$ cat src/rtl/uart_pkg.sv
// rtl/uart_pkg.sv - shared serializer state encoding and parity-mode constants
package uart_pkg;

    typedef enum logic [2:0] {
        ST_IDLE   = 3'd0,
        ST_START  = 3'd1,
        ST_DATA   = 3'd2,
        ST_PARITY = 3'd3,
        ST_STOP   = 3'd4
    } tx_state_e;

    localparam logic [1:0] PAR_NONE = 2'd0;
    localparam logic [1:0] PAR_EVEN = 2'd1;
    localparam logic [1:0] PAR_ODD  = 2'd2;

    // Mode 3 is reserved and behaves like PAR_NONE.
    function automatic logic parity_enabled(input logic [1:0] mode);
        return (mode == PAR_EVEN) || (mode == PAR_ODD);
    endfunction

endpackage

$ cat src/rtl/uart_sync_fifo.sv
// rtl/uart_sync_fifo.sv - single-clock FIFO with show-ahead read port and occupancy count
module uart_sync_fifo #(
    parameter int WIDTH = 8,
    parameter int DEPTH = 16
) (
    input  logic                     clk,
    input  logic                     rst,
    input  logic                     push,
    input  logic [WIDTH-1:0]         push_data,
    input  logic                     pop,
    output logic [WIDTH-1:0]         pop_data,
    output logic                     full,
    output logic                     empty,
    output logic [$clog2(DEPTH):0]   level
);

    localparam int AW = $clog2(DEPTH);

    logic [WIDTH-1:0] mem [DEPTH];
    logic [AW-1:0]    wr_ptr;
    logic [AW-1:0]    rd_ptr;
    logic [AW:0]      count;
    logic             do_push;
    logic             do_pop;

    assign do_push  = push && !full;
    assign do_pop   = pop && !empty;
    assign full     = (count == (AW+1)'(DEPTH));
    assign empty    = (count == '0);
    assign level    = count;
    assign pop_data = mem[rd_ptr];

    always_ff @(posedge clk) begin
        if (do_push) begin
            mem[wr_ptr] <= push_data;
        end
    end

    // DEPTH is a power of two, so pointers wrap by plain overflow.
    always_ff @(posedge clk or posedge rst) begin
        if (rst) begin
            wr_ptr <= '0;
            rd_ptr <= '0;
            count  <= '0;
        end else begin
            if (do_push) wr_ptr <= wr_ptr + AW'(1);
            if (do_pop)  rd_ptr <= rd_ptr + AW'(1);
            case ({do_push, do_pop})
                2'b10:   count <= count + (AW+1)'(1);
                2'b01:   count <= count - (AW+1)'(1);
                default: count <= count;
            endcase
        end
    end

endmodule

$ cat src/rtl/uart_tx_fifo.sv
// rtl/uart_tx_fifo.sv - buffered UART transmitter with per-frame latched configuration
module uart_tx_fifo #(
    parameter int DATA_WIDTH = 8,
    parameter int FIFO_DEPTH = 16,
    parameter int DIV_WIDTH  = 16
) (
    input  logic                          clk,
    input  logic                          rst,
    input  logic [DATA_WIDTH-1:0]         data_in,
    input  logic                          valid_in,
    output logic                          ready_out,
    input  logic [DIV_WIDTH-1:0]          cfg_div,
    input  logic [1:0]                    cfg_parity,
    input  logic                          cfg_stop2,
    output logic                          tx_sig,
    output logic                          busy,
    output logic [$clog2(FIFO_DEPTH):0]   fifo_level
);

    import uart_pkg::*;

    localparam int BIT_W = $clog2(DATA_WIDTH);
    localparam logic [BIT_W-1:0] LAST_BIT = BIT_W'(DATA_WIDTH - 1);

    tx_state_e               state;
    logic [DIV_WIDTH-1:0]    div_q;
    logic [1:0]              par_q;
    logic                    stop2_q;
    logic                    par_bit_q;
    logic [DATA_WIDTH-1:0]   shreg;
    logic [DIV_WIDTH-1:0]    clk_cnt;
    logic [BIT_W-1:0]        bit_cnt;
    logic                    bit_done;

    logic                    fifo_empty;
    logic                    fifo_full;
    logic                    fifo_pop;
    logic [DATA_WIDTH-1:0]   fifo_dout;

    assign ready_out = !fifo_full;
    assign fifo_pop  = (state == ST_IDLE) && !fifo_empty;
    assign busy      = (state != ST_IDLE);
    assign bit_done  = (clk_cnt == div_q - DIV_WIDTH'(1));

    uart_sync_fifo #(
        .WIDTH (DATA_WIDTH),
        .DEPTH (FIFO_DEPTH)
    ) u_fifo (
        .clk       (clk),
        .rst       (rst),
        .push      (valid_in && ready_out),
        .push_data (data_in),
        .pop       (fifo_pop),
        .pop_data  (fifo_dout),
        .full      (fifo_full),
        .empty     (fifo_empty),
        .level     (fifo_level)
    );

    // Line level decodes straight from state so an async reset idles the line at once.
    always_comb begin
        tx_sig = 1'b1;
        case (state)
            ST_START:  tx_sig = 1'b0;
            ST_DATA:   tx_sig = shreg[0];
            ST_PARITY: tx_sig = par_bit_q;
            default:   tx_sig = 1'b1;
        endcase
    end

    always_ff @(posedge clk or posedge rst) begin
        if (rst) begin
            state     <= ST_IDLE;
            div_q     <= DIV_WIDTH'(2);
            par_q     <= PAR_NONE;
            stop2_q   <= 1'b0;
            par_bit_q <= 1'b0;
            shreg     <= '0;
            clk_cnt   <= '0;
            bit_cnt   <= '0;
        end else begin
            if (state != ST_IDLE) begin
                clk_cnt <= bit_done ? '0 : clk_cnt + DIV_WIDTH'(1);
            end
            case (state)
                ST_IDLE: begin
                    clk_cnt <= '0;
                    bit_cnt <= '0;
                    if (!fifo_empty) begin
                        state     <= ST_START;
                        div_q     <= (cfg_div < DIV_WIDTH'(2)) ? DIV_WIDTH'(2) : cfg_div;
                        par_q     <= cfg_parity;
                        stop2_q   <= cfg_stop2;
                        shreg     <= fifo_dout;
                        par_bit_q <= (^fifo_dout) ^ (cfg_parity == PAR_ODD);
                    end
                end
                ST_START: begin
                    if (bit_done) state <= ST_DATA;
                end
                ST_DATA: begin
                    if (bit_done) begin
                        shreg <= shreg >> 1;
                        if (bit_cnt == LAST_BIT) begin
                            bit_cnt <= '0;
                            state   <= parity_enabled(par_q) ? ST_PARITY : ST_STOP;
                        end else begin
                            bit_cnt <= bit_cnt + BIT_W'(1);
                        end
                    end
                end
                ST_PARITY: begin
                    if (bit_done) state <= ST_STOP;
                end
                ST_STOP: begin
                    // bit_cnt marks the second stop period when two are configured.
                    if (bit_done) begin
                        if (stop2_q && (bit_cnt == '0)) begin
                            bit_cnt <= BIT_W'(1);
                        end else begin
                            bit_cnt <= '0;
                            state   <= ST_IDLE;
                        end
                    end
                end
                default: state <= ST_IDLE;
            endcase
        end
    end

endmodule

$ cat config.mk
export PLATFORM = sky130hd
export DESIGN_NAME = uart_tx_fifo
export DESIGN_NICKNAME = d
export VERILOG_FILES = /design/src/rtl/uart_pkg.sv /design/src/rtl/uart_sync_fifo.sv /design/src/rtl/uart_tx_fifo.sv
export SDC_FILE = /design/constraint.sdc
export NUM_CORES = 1
export LEC_CHECK = 0
export BUFFER_PORTS_ARGS = -buffer_cell sky130_fd_sc_hd__buf_2
export CAP_MARGIN = 20
export CORE_MARGIN = 3
export CORE_UTILIZATION = 25
export CTS_BUF_LIST = sky130_fd_sc_hd__clkbuf_2
export DETAILED_ROUTE_END_ITERATION = 6
export GPL_ROUTABILITY_DRIVEN = 0
export PLACE_DENSITY_LB_ADDON = 0.12
export SLEW_MARGIN = 20
export SYNTH_ARGS = -nofsm -noshare
export SYNTH_HDL_FRONTEND = slang
export SYNTH_SLANG_ARGS = --single-unit
export TNS_END_PERCENT = 5
$ cat constraint.sdc
create_clock -name clk -period 7.3 [get_ports clk]
set_input_delay 1.46 -clock clk [delete_from_list [all_inputs] [get_ports clk]]
set_output_delay 1.46 -clock clk [all_outputs]
set_load 0.02 [all_outputs]
==> results of run 1 <==
==> cell usage in the layout, fill, tap and decap left out, types with 3 or more instances in the layout <==
cell,netlist,layout
a221o_1,7,7
a221oi_1,17,17
clkbuf_2,0,17
nor4_1,7,7
and2_1,3,3
nand2b_1,7,7
ha_1,14,14
mux4_2,16,16
nor2_1,46,46
xor2_1,20,20
edfxtp_1,128,128
o21ai_0,19,19
inv_6,0,3
nor3_1,10,10
nand3_1,16,16
inv_8,0,3
a21o_1,3,3
a21oi_1,14,14
xnor2_1,31,31
and3_1,5,5
mux2i_1,35,35
a22oi_1,10,10
diode_2,0,3
a211o_1,3,3
buf_4,3,8
a31oi_1,5,5
inv_1,22,21
o31ai_1,3,3
clkinvlp_4,0,3
nand2_1,85,85
nand4_1,3,3
or4_1,3,3
dfrtp_1,62,61
buf_2,9,37
==> power groups by stage <==
stage / logic, W / clock network [W] / registers (W)
final: 0.000499 / 0.000505 / 0.00139
after global routing: 0.000554 / 0.000570 / 0.00141
after floorplan: 0.000376 / 0 / 0.00138
after detailed placement: 0.000510 / 0 / 0.00142
after global placement: 0.000499 / 0 / 0.00141
after CTS: 0.000511 / 0.000531 / 0.00140
==> logic make-up after synthesis <==
logic type / Yosys count / share of synthesized area
muxes: 53 / 0.08387
and+or+nand+nor: 200 / 0.1105
xor gates and xnor gates: 52 / 0.05367
AOI/OAI and AO/OA: 96 / 0.08072
adders and majority gates: 15 / 0.02233
buffers and inverters: 59 / 0.02877
DFF: 191 / 0.6202
==> metrics by stage <==
step / util / setup WS, ns
after floorplan: - / 4.100
after global routing: 0.2825 / 2.926
after global placement: 0.2758 / 3.348
after detailed placement: 0.2758 / 3.248
after CTS: 0.2820 / 3.207
final: 0.2825 / 3.245
==> critical path: stages, from the launching register on <==
cell	delay, ns
dfrtp_1	0.51
or4_1	0.57
o21ai_2	0.12
buf_4	0.36
clkinv_1	0.76
ha_1	0.59
inv_1	0.13
fa_1	0.22
inv_1	0.05
a21o_1	0.17
a21oi_1	0.16
xnor2_1	0.13
nor2_1	0.07
xor2_1	0.14
==> worst max-delay path by stage <==
stage	start	end	slack, ns	cells after the start
floorplan	valid_in	u_fifo.level[4]	4.10	12
CTS	u_fifo.level[0]	u_fifo.level[4]	3.21	13
finish	u_fifo.level[0]	u_fifo.level[4]	3.24	13
detailed placement	u_fifo.level[0]	u_fifo.level[4]	3.25	13
global route	u_fifo.level[0]	u_fifo.level[4]	2.93	13
global placement	u_fifo.level[0]	u_fifo.level[4]	3.35	13
==> routing by layer <==
| layer | global-route usage | routed length (µm) |
|---|---|---|
| met2 | 0.1906 | 10140 |
| met5 | 0 | 0 |
| met1 | 0.1553 | 9842 |
| met3 | 0.02839 | 804 |
| met4 | 0.03644 | 343 |
==> sequential cells by signal, summed over array words and instances, names as in the netlist <==
register,cells
div_q,16
u_fifo.level,5
u_fifo.mem,128
par_bit_q,1
clk_cnt,16
u_fifo.wr_ptr,4
par_q,2
state,3
shreg,8
bit_cnt,3
stop2_q,1
u_fifo.rd_ptr,4
==> final cells by class <==
cell class	instances	area share
Sequential cell	191	0.5640
Inverter	23	0.008979
Tap cell	448	0.05830
Clock buffer	17	0.008848
Multi-Input combinational cell	416	0.3205
Timing Repair Buffer	45	0.02550
Clock inverter	14	0.01314
Antenna cell	3	0.0007807
==> impl_metrics.toml, run 1 <==
[critical_path]
worstPathArrival_ns = 4.82
cp_max_fo = 32
rr_endpoint = "u_fifo.level[4]"
start_kind = "flop"
worstRegToRegCells = 13
cp_data_required_time_ns = 8.06
rrSetupSlack_ns = 3.24
r2r_start = "u_fifo.level[0]"
worst-setup-path-type = "reg -> reg"
end_kind = "flop"

[die]
die_w_um = 193
ios = 38
rows = 67
start_util = 0.2569
die_h_um = 193
die-area_um2 = 37250
coreArea_um2 = 34040

[clock_network]
postCtsHoldBufs = 0
clk_latency_ns = 0.84
cts_tree = "done"
cts_sinks = 191
clk_pin_slew_ns = 0.30
cts_max_level = 4
cts-root-buf = "clkbuf_2"
cts_buffer_depth = 2
cts_setup_buffers = 0
cts-buffers-inserted = 17
cts.repair.resized = 0

[route]
num_vias = 5282
dr.pass1.iters = 4
routed_wl_um = 21130
routed_via_density = 4.565
wl_per_cell_um = 18.27
post-route-drc-count = 0
drtAntennaViolNets = 0
drtIter0Drc = 369

[layout]
final_cells = 1157
final_nets = 739
multi_input_area_um2 = 3082
seq_area_um2 = 5423
final_area_um2 = 9615
nFillCells = 3481
areaGrowthSynthToFinish_pct = 9.990
layout-drive-gt1-share = 0.1558

[sta]
min_period_ns = 4.055
rsz0062_at_grt = "false"
skew_ns = 0.07770
worst_slew_pin_slew_ns = 0.9567
tns_ns = 0
whs_ns = 0.5329
slew_viol_final = 0
fmaxAchievable_mhz = 246.6
relSlewSlack = 0.3622
setup_viol = 0
hold_violations = 0
min_period_over_period = 0.5555

[min_path]
holdPathStages = 2
hp-class = "reg -> reg"
holdPathEnd = "par_bit_q"
hold_start = "par_bit_q"

[placement]
port_buffers = 37
place_area_um2 = 9388
place_inst = 1123
dp_hpwl_um = 14320

[power]
intPower_w = 0.001597
powerDensity_nw_per_um2 = 249.4
seq_power_share = 0.581
combPwrFrac = 0.208
ir_worst_vdd_v = 0.00008575
swShare = 0.3340
power_leakage_nw = 3.697
total_power_w = 0.002398
p_sw_w = 0.0008010
pwr-share-clk = 0.210

[synth]
synthCells = 666
syn_area_um2 = 8742
synthDistinctLibCells = 61
syn_avg_cell_area_um2 = 13.13
ys_seq_area_frac = 0.6202
ys_warn_count = 0
synth_top_area_frac = 0.4397
yosysMostFrequentCell = "edfxtp_1"
synthTopCellsByArea = "edfxtp_1 44%, dfrtp_1 18%, mux4_2 4.1%"
ys_top_cells_by_count = "128 x edfxtp_1, 85 x nand2_1, 62 x dfrtp_1, 46 x nor2_1, 35 x mux2i_1"
async_reset_ff_frac = 0.3298
synth_top_flop_cell = "edfxtp_1"
synth-seq-cells = 191
synth_nets = 711
synth_top_area_cell = "edfxtp_1"
synth-edff-count = 128

[grt]
grt.total_usage = 0.1172
grt_pass1_wl_um = 32020
grt_pass1_vias = 5376
grt_start_max_net_pins = 64
grt_overflow = 0
antenna_found_initial = 2

[job]
max_cap_violations = 0

[status]
status = "finished clean"
Power figures use the tool's default switching activity.
==> inputs of run 2 (changes only) <==
--- a/config.mk
+++ b/config.mk
@@ -5,6 +5,7 @@
 export SDC_FILE = /design/constraint.sdc
 export NUM_CORES = 1
 export LEC_CHECK = 0
+export ABC_AREA = 1
 export BUFFER_PORTS_ARGS = -buffer_cell sky130_fd_sc_hd__buf_2
 export CAP_MARGIN = 20
 export CORE_MARGIN = 3
==> constraint.sdc (replaced) <==
create_clock -name clk -period 3.6 [get_ports clk]
set_input_delay 0.72 -clock clk [delete_from_list [all_inputs] [get_ports clk]]
set_output_delay 0.72 -clock clk [all_outputs]
set_load 0.02 [all_outputs]
==> impl_metrics.toml, run 2 <==
[sta]
rsz0062_at_grt = "false"
slew_viol_final = 0
fin_ws_ns = 0.6082
skew_ns = 0.07085
worst_slew_pin_slew_ns = 0.9223
relSlewSlack = 0.3829
min_period_over_period = 0.8310
fmaxAchievable_mhz = 334.3
tns_ns = 0
min_period_ns = 2.992
hold_violations = 0
setup_viol = 0

[layout]
layout_commonest_cell = "nand2_1"
regMostFlops = "u_fifo.mem"
areaGrowthSynthToFinish_pct = 12.88
multi_input_area_um2 = 3450
final_cells = 1603
nFillCells = 3978
biggestRegsByFlops = "u_fifo.mem: 128 flops, clk_cnt: 16 flops, div_q: 16 flops"
layout-drive-gt1-share = 0.1049
seq_area_um2 = 5423
mostFrequentLayoutCells = "388 x nand2_1, 128 x edfxtp_1, 118 x nor2_1, 94 x inv_1, 67 x nand3_1"
largest_register_ffs = 128
final_nets = 1166
fin_util = 0.2879

[critical_path]
cp_max_fo = 6
r2r_start = "u_fifo.level[0]"
cpMaxStageDelayCell = "dfrtp_1"
worstRegToRegCells = 12
end_kind = "output pin"
start_kind = "flop"
startpoint = "state[0]"
rr_endpoint = "u_fifo.level[4]"
critPathMaxStageDelay_ns = 0.49
cp_cell_sequence = "nor2_1 -> inv_1 -> nor2_1 -> inv_1 -> buf_2"
cp_data_required_time_ns = 2.88
worst-setup-path-type = "reg -> out"
worstPathArrival_ns = 2.27
rrSetupSlack_ns = 0.93

[job]
max_cap_violations = 0

[synth]
synth-compound-area-share = 0.04067
synth-edff-count = 128
ys_warn_count = 0
ys_seq_area_frac = 0.5778
yosys.area_share.simple = 0.2772
synth_mux_area_frac = 0
yosysMostFrequentCell = "nand2_1"
syn_area_um2 = 9383
synth_top_family_by_area = "simple AND/OR/NAND/NOR gates"
synthTopCellsByArea = "edfxtp_1 41%, dfrtp_1 17%, nand2_1 16%"
async_reset_ff_frac = 0.3298
synthDistinctLibCells = 42
synthCells = 1058
synth_top_area_cell = "edfxtp_1"
synthAdderAreaFrac = 0.02080
synth-seq-cells = 191
synth_top_flop_cell = "edfxtp_1"
ys_top_cells_by_count = "388 x nand2_1, 128 x edfxtp_1, 118 x nor2_1, 96 x inv_1, 67 x nand3_1"
synth_xor_xnor_area_share = 0.02894
syn_avg_cell_area_um2 = 8.868
synth_top_area_frac = 0.4097
synth_nets = 1103

[placement]
place_inst = 1554
dp_worst_setup_slack_ns = 0.9058
port_buffers = 37
dp_hpwl_um = 16920

[die]
rows = 70
ios = 38
die_w_um = 199.7
coreArea_um2 = 36790
die-area_um2 = 39890
die_h_um = 199.7
start_util = 0.2551

[clock_network]
clk_pin_slew_ns = 0.31
cts.repair.resized = 0
clk_latency_ns = 0.88
cts_buffer_depth = 2
cts_sinks = 191
cts_tree = "done"
cts-buffers-inserted = 17
cts_max_level = 4
cts-root-buf = "clkbuf_2"

[status]
status = "finished clean"

[min_path]
holdPathStages = 3
hp-class = "in -> reg"
holdPathEnd = "div_q[2]"
hold_start = "cfg_div[2]"

[power]
power_leakage_nw = 4.624
swShare = 0.4795
combPwrFrac = 0.482
ir_worst_vdd_v = 0.0002666
p_sw_w = 0.003950
pwr-share-clk = 0.139
intPower_w = 0.004287
powerDensity_nw_per_um2 = 777.6
seq_power_share = 0.379

[grt]
grt_pass1_vias = 7075
grt_pass1_wl_um = 39560
antenna_found_initial = 1
grt_start_max_net_pins = 45
grt.total_usage = 0.1309
grt_overflow = 0

[route]
dr.pass1.iters = 4
drtAntennaViolNets = 0
post-route-drc-count = 0
num_vias = 6886
drtIter0Drc = 415
wl_per_cell_um = 15.67
routed_wl_um = 25110
routed_via_density = 4.296
run 2: cell types whose count changed after synthesis, sizes merged, moves of 8 or more:
cell and delta:
a221oi -17, a22oi -9, clkbuf -8, inv +75, mux2i -35, mux4 -16, nand2 +309, nand3 +52
nor2 +85, o21ai +25, xnor2 -22
run 2: repair_timing:
action,in CTS,in global routing
hold endpoints to repair,33,1
hold buffers,15,1
buffers inserted,0,0
run 2: stage by stage:
stage | cell area, µm² | hold slack, ns | power (W)
finish | 10590 | 0.1066 | 0.008236
global route | 10590 | 0.0007518 | 0.009102
CTS | 10580 | 0.00004807 | 0.008411
detailed placement | 10180 | 0.4643 | 0.007232
global placement | 10180 | 0.4622 | 0.007236
floorplan | 9383 | 0.4422 | 0.006012
run 2: worst max-delay path by stage:
stage	slack, ns	end	cells after the start
finish	0.61	busy	5
global placement	0.92	u_fifo.level[4]	13
floorplan	0.90	u_fifo.level[4]	14
detailed placement	0.91	u_fifo.level[4]	13
global route	0.36	busy	5
CTS	0.42	busy	5
run 2: cells by family (layout without fill, tap and decap cells):
group / after synthesis / in the layout
compound gates: 70 / 70
buf+inv: 129 / 205
flops: 191 / 191
xor+xnor: 31 / 31
fa+ha+maj: 15 / 15
other cells: 0 / 1
simple gates: 622 / 622
run 2: power groups by stage:
stage / sequential [W] / combinational (W) / clock [W]
2_1_floorplan: 0.00310 / 0.00292 / 0
3_3_place_gp: 0.00318 / 0.00405 / 0
3_5_place_dp: 0.00318 / 0.00405 / 0
4_1_cts: 0.00313 / 0.00407 / 0.00120
5_1_grt: 0.00319 / 0.00462 / 0.00130
6_report: 0.00313 / 0.00397 / 0.00114
run 2: routing by layer:
metal,global-route usage,share of wire,vias up
li1,-,-,3527
met1,0.1667,0.46,3268
met2,0.2281,0.49,73
met3,0.02618,0.028,18
met4,0.03489,0.013,0
met5,0,0,-
run 2: critical path, delay by kind of cell, from the launching register on:
kind / cells / cell delay (ns)
buffers and inverters: 3 / 0.50
and+or+nand+nor: 2 / 0.44
DFF: 1 / 0.49
run 2: layout make-up:
class | count | area share
Sequential cell | 191 | 0.5120
Tap cell | 468 | 0.05529
Timing Repair Buffer | 71 | 0.04654
Clock buffer | 17 | 0.008033
Antenna cell | 1 | 0.0002363
Multi-Input combinational cell | 738 | 0.3257
Clock inverter | 15 | 0.01559
Inverter | 102 | 0.03662
==> inputs of run 3 (changes only) <==
--- a/config.mk
+++ b/config.mk
@@ -5,7 +5,7 @@
 export SDC_FILE = /design/constraint.sdc
 export NUM_CORES = 1
 export LEC_CHECK = 0
-export ABC_AREA = 1
+export ABC_AREA = 0
 export BUFFER_PORTS_ARGS = -buffer_cell sky130_fd_sc_hd__buf_2
 export CAP_MARGIN = 20
 export CORE_MARGIN = 3
==> constraint.sdc (replaced) <==
create_clock -name clk -period 3 [get_ports clk]
set_input_delay 0.6 -clock clk [delete_from_list [all_inputs] [get_ports clk]]
set_output_delay 0.6 -clock clk [all_outputs]
set_load 0.02 [all_outputs]
==> impl_metrics.toml, run 3 (synthesis gave the netlist of run 1 again) <==
[status]
status = "finished clean"

[critical_path]
end_kind = "flop"
worstRegToRegCells = 10
critPathMaxStageDelay_ns = 0.52
critPathMostFrequentCell = "buf_4"
cpMaxStageDelayCell = "or4_4"
cp_cell_sequence = "buf_4 -> or4_4 -> buf_4 -> nor4_4 -> a31oi_1 -> o221ai_2 -> nand4_4 -> o31ai_4 -> a211oi_2 -> mux2_1"
start_kind = "flop"
worst-setup-path-type = "reg -> reg"
cp_max_fo = 6
worstPathArrival_ns = 3.54
cp_data_required_time_ns = 3.66

[clock_network]
clk_latency_ns = 0.77
cts_sinks = 191
cts_max_level = 4
cts-buffers-inserted = 17
cts_buffer_depth = 2
cts_tree = "done"
clk_pin_slew_ns = 0.33
cts-root-buf = "clkbuf_2"

[placement]
port_buffers = 37
dp_hpwl_um = 14990
place_area_um2 = 9699

[route]
routed_via_density = 4.489
post-route-drc-count = 0
num_vias = 5499
drtAntennaViolNets = 0
wl_per_cell_um = 17.89
dr.pass1.iters = 4
routed_wl_um = 21910
drtIter0Drc = 305

[die]
start_util = 0.2569
die_h_um = 193
die_w_um = 193
rows = 67
die-area_um2 = 37250
coreArea_um2 = 34040
ios = 38

[sta]
hold_violations = 0
rsz0062_at_grt = "false"
tns_ns = 0
min_period_ns = 2.882
slew_viol_final = 0
relSlewSlack = 0.4479
min_period_over_period = 0.9607
skew_ns = 0.05644
worst_slew_pin_slew_ns = 0.8205
fmaxAchievable_mhz = 347.0
setup_viol = 0

[layout]
layout_commonest_cell = "edfxtp_1"
mostFrequentLayoutCells = "128 x edfxtp_1, 85 x nand2_1, 59 x dfrtp_1, 53 x buf_4, 46 x nor2_1"
regMostFlops = "u_fifo.mem"
final_area_um2 = 10350
final_nets = 807
areaGrowthSynthToFinish_pct = 18.36
largest_register_ffs = 128
biggestRegsByFlops = "u_fifo.mem: 128 flops, clk_cnt: 16 flops, div_q: 16 flops"
layout-drive-gt1-share = 0.2194
nFillCells = 3480

[power]
power_leakage_nw = 4.081
powerDensity_nw_per_um2 = 586.0
ir_worst_vdd_v = 0.0002632
total_power_w = 0.006064

[grt]
antenna_found_initial = 1
grt_overflow = 0
grt.total_usage = 0.1213
grt_start_max_net_pins = 55
grt_pass1_wl_um = 33610
grt_pass1_vias = 5574

[min_path]
hp-class = "in -> reg"
holdPathStages = 1

[job]
max_cap_violations = 0
## run 3: cell count changes in the layout (fill, tap and decap cells not counted), sizes merged, moves of 6 or more
| cell | before | now |
|---|---|---|
| nand2 | 394 | 85 |
| inv | 105 | 28 |
| a22oi | 1 | 10 |
| nand2b | 0 | 7 |
| xnor2 | 9 | 31 |
| nor2 | 132 | 47 |
| a221oi | 0 | 17 |
| nand3 | 68 | 16 |
| buf | 55 | 93 |
| o21ai | 47 | 22 |
| mux2i | 0 | 35 |
| a221o | 0 | 7 |
| mux4 | 0 | 16 |
| nor3 | 5 | 11 |
## run 3: repair_timing
action                                  in CTS  in global routing
hold buffers                                19                  1
endpoints found under the setup margin       1                  6
setup buffers                                0                  9
gates resized for setup                      1                 20
pin swaps                                    0                  5
cloned                                       0                  1
endpoints found under the hold margin       52                  1
## run 3: metrics by stage
stage	utilization	setup WS [ns]	cells	hold slack [ns]
after floorplan	-	0.04167	666	0.4386
after global placement	0.2850	0.1316	1161	0.4776
after detailed placement	0.2850	0.008283	1161	0.4673
after CTS	0.2988	0.04977	1212	0.01532
after global routing	0.3040	0.001684	1225	0.02268
final	0.3040	0.1180	1225	0.1892
## run 3: where the power goes
group          internal (W)  switching (W)
Combinational      0.000592       0.000731
Sequential          0.00313       0.000237
Clock              0.000359        0.00102
## run 3: layout make-up
| class | count | area, µm² | area share |
|---|---|---|---|
| clock inverters | 15 | 188.9 | 0.01826 |
| inverters | 23 | 87.58 | 0.008464 |
| multi-input cells | 416 | 3167 | 0.3060 |
| flip-flops and latches | 191 | 5425 | 0.5243 |
| repair buffers | 113 | 828.3 | 0.08005 |
| clock buffers | 17 | 85.08 | 0.008223 |
| diodes | 2 | 5.005 | 0.0004837 |
| well taps | 448 | 560.5 | 0.05417 |
## run 3: worst max-delay path: cells and delay by family, from the launching register on
family | cells | cell delay, ns
mux | 1 | 0.33
compound gates | 4 | 0.76
flops | 1 | 0.45
simple gates | 3 | 0.95
buf+inv | 2 | 0.32
## run 3: path summary, 6_finish.rpt
path	from	to	slack [ns]
max	div_q[1]	state[2]	0.12
min	data_in[6]	u_fifo.mem[5][6]	0.19
max reg2reg	div_q[1]	state[2]	0.12
min reg2reg	shreg[1]	shreg[0]	0.52
max in group asynchronous	rst	div_q[1]	2.08
min in group asynchronous	rst	u_fifo.level[3]	0.26
## run 3: per-layer routing
layer,global-route usage,part of all wire,vias to the layer above
li1,-,-,2651
met1,0.1658,0.48,2780
met2,0.2029,0.49,56
met3,0.02170,0.016,12
met4,0.02643,0.011,0
met5,0,0,-
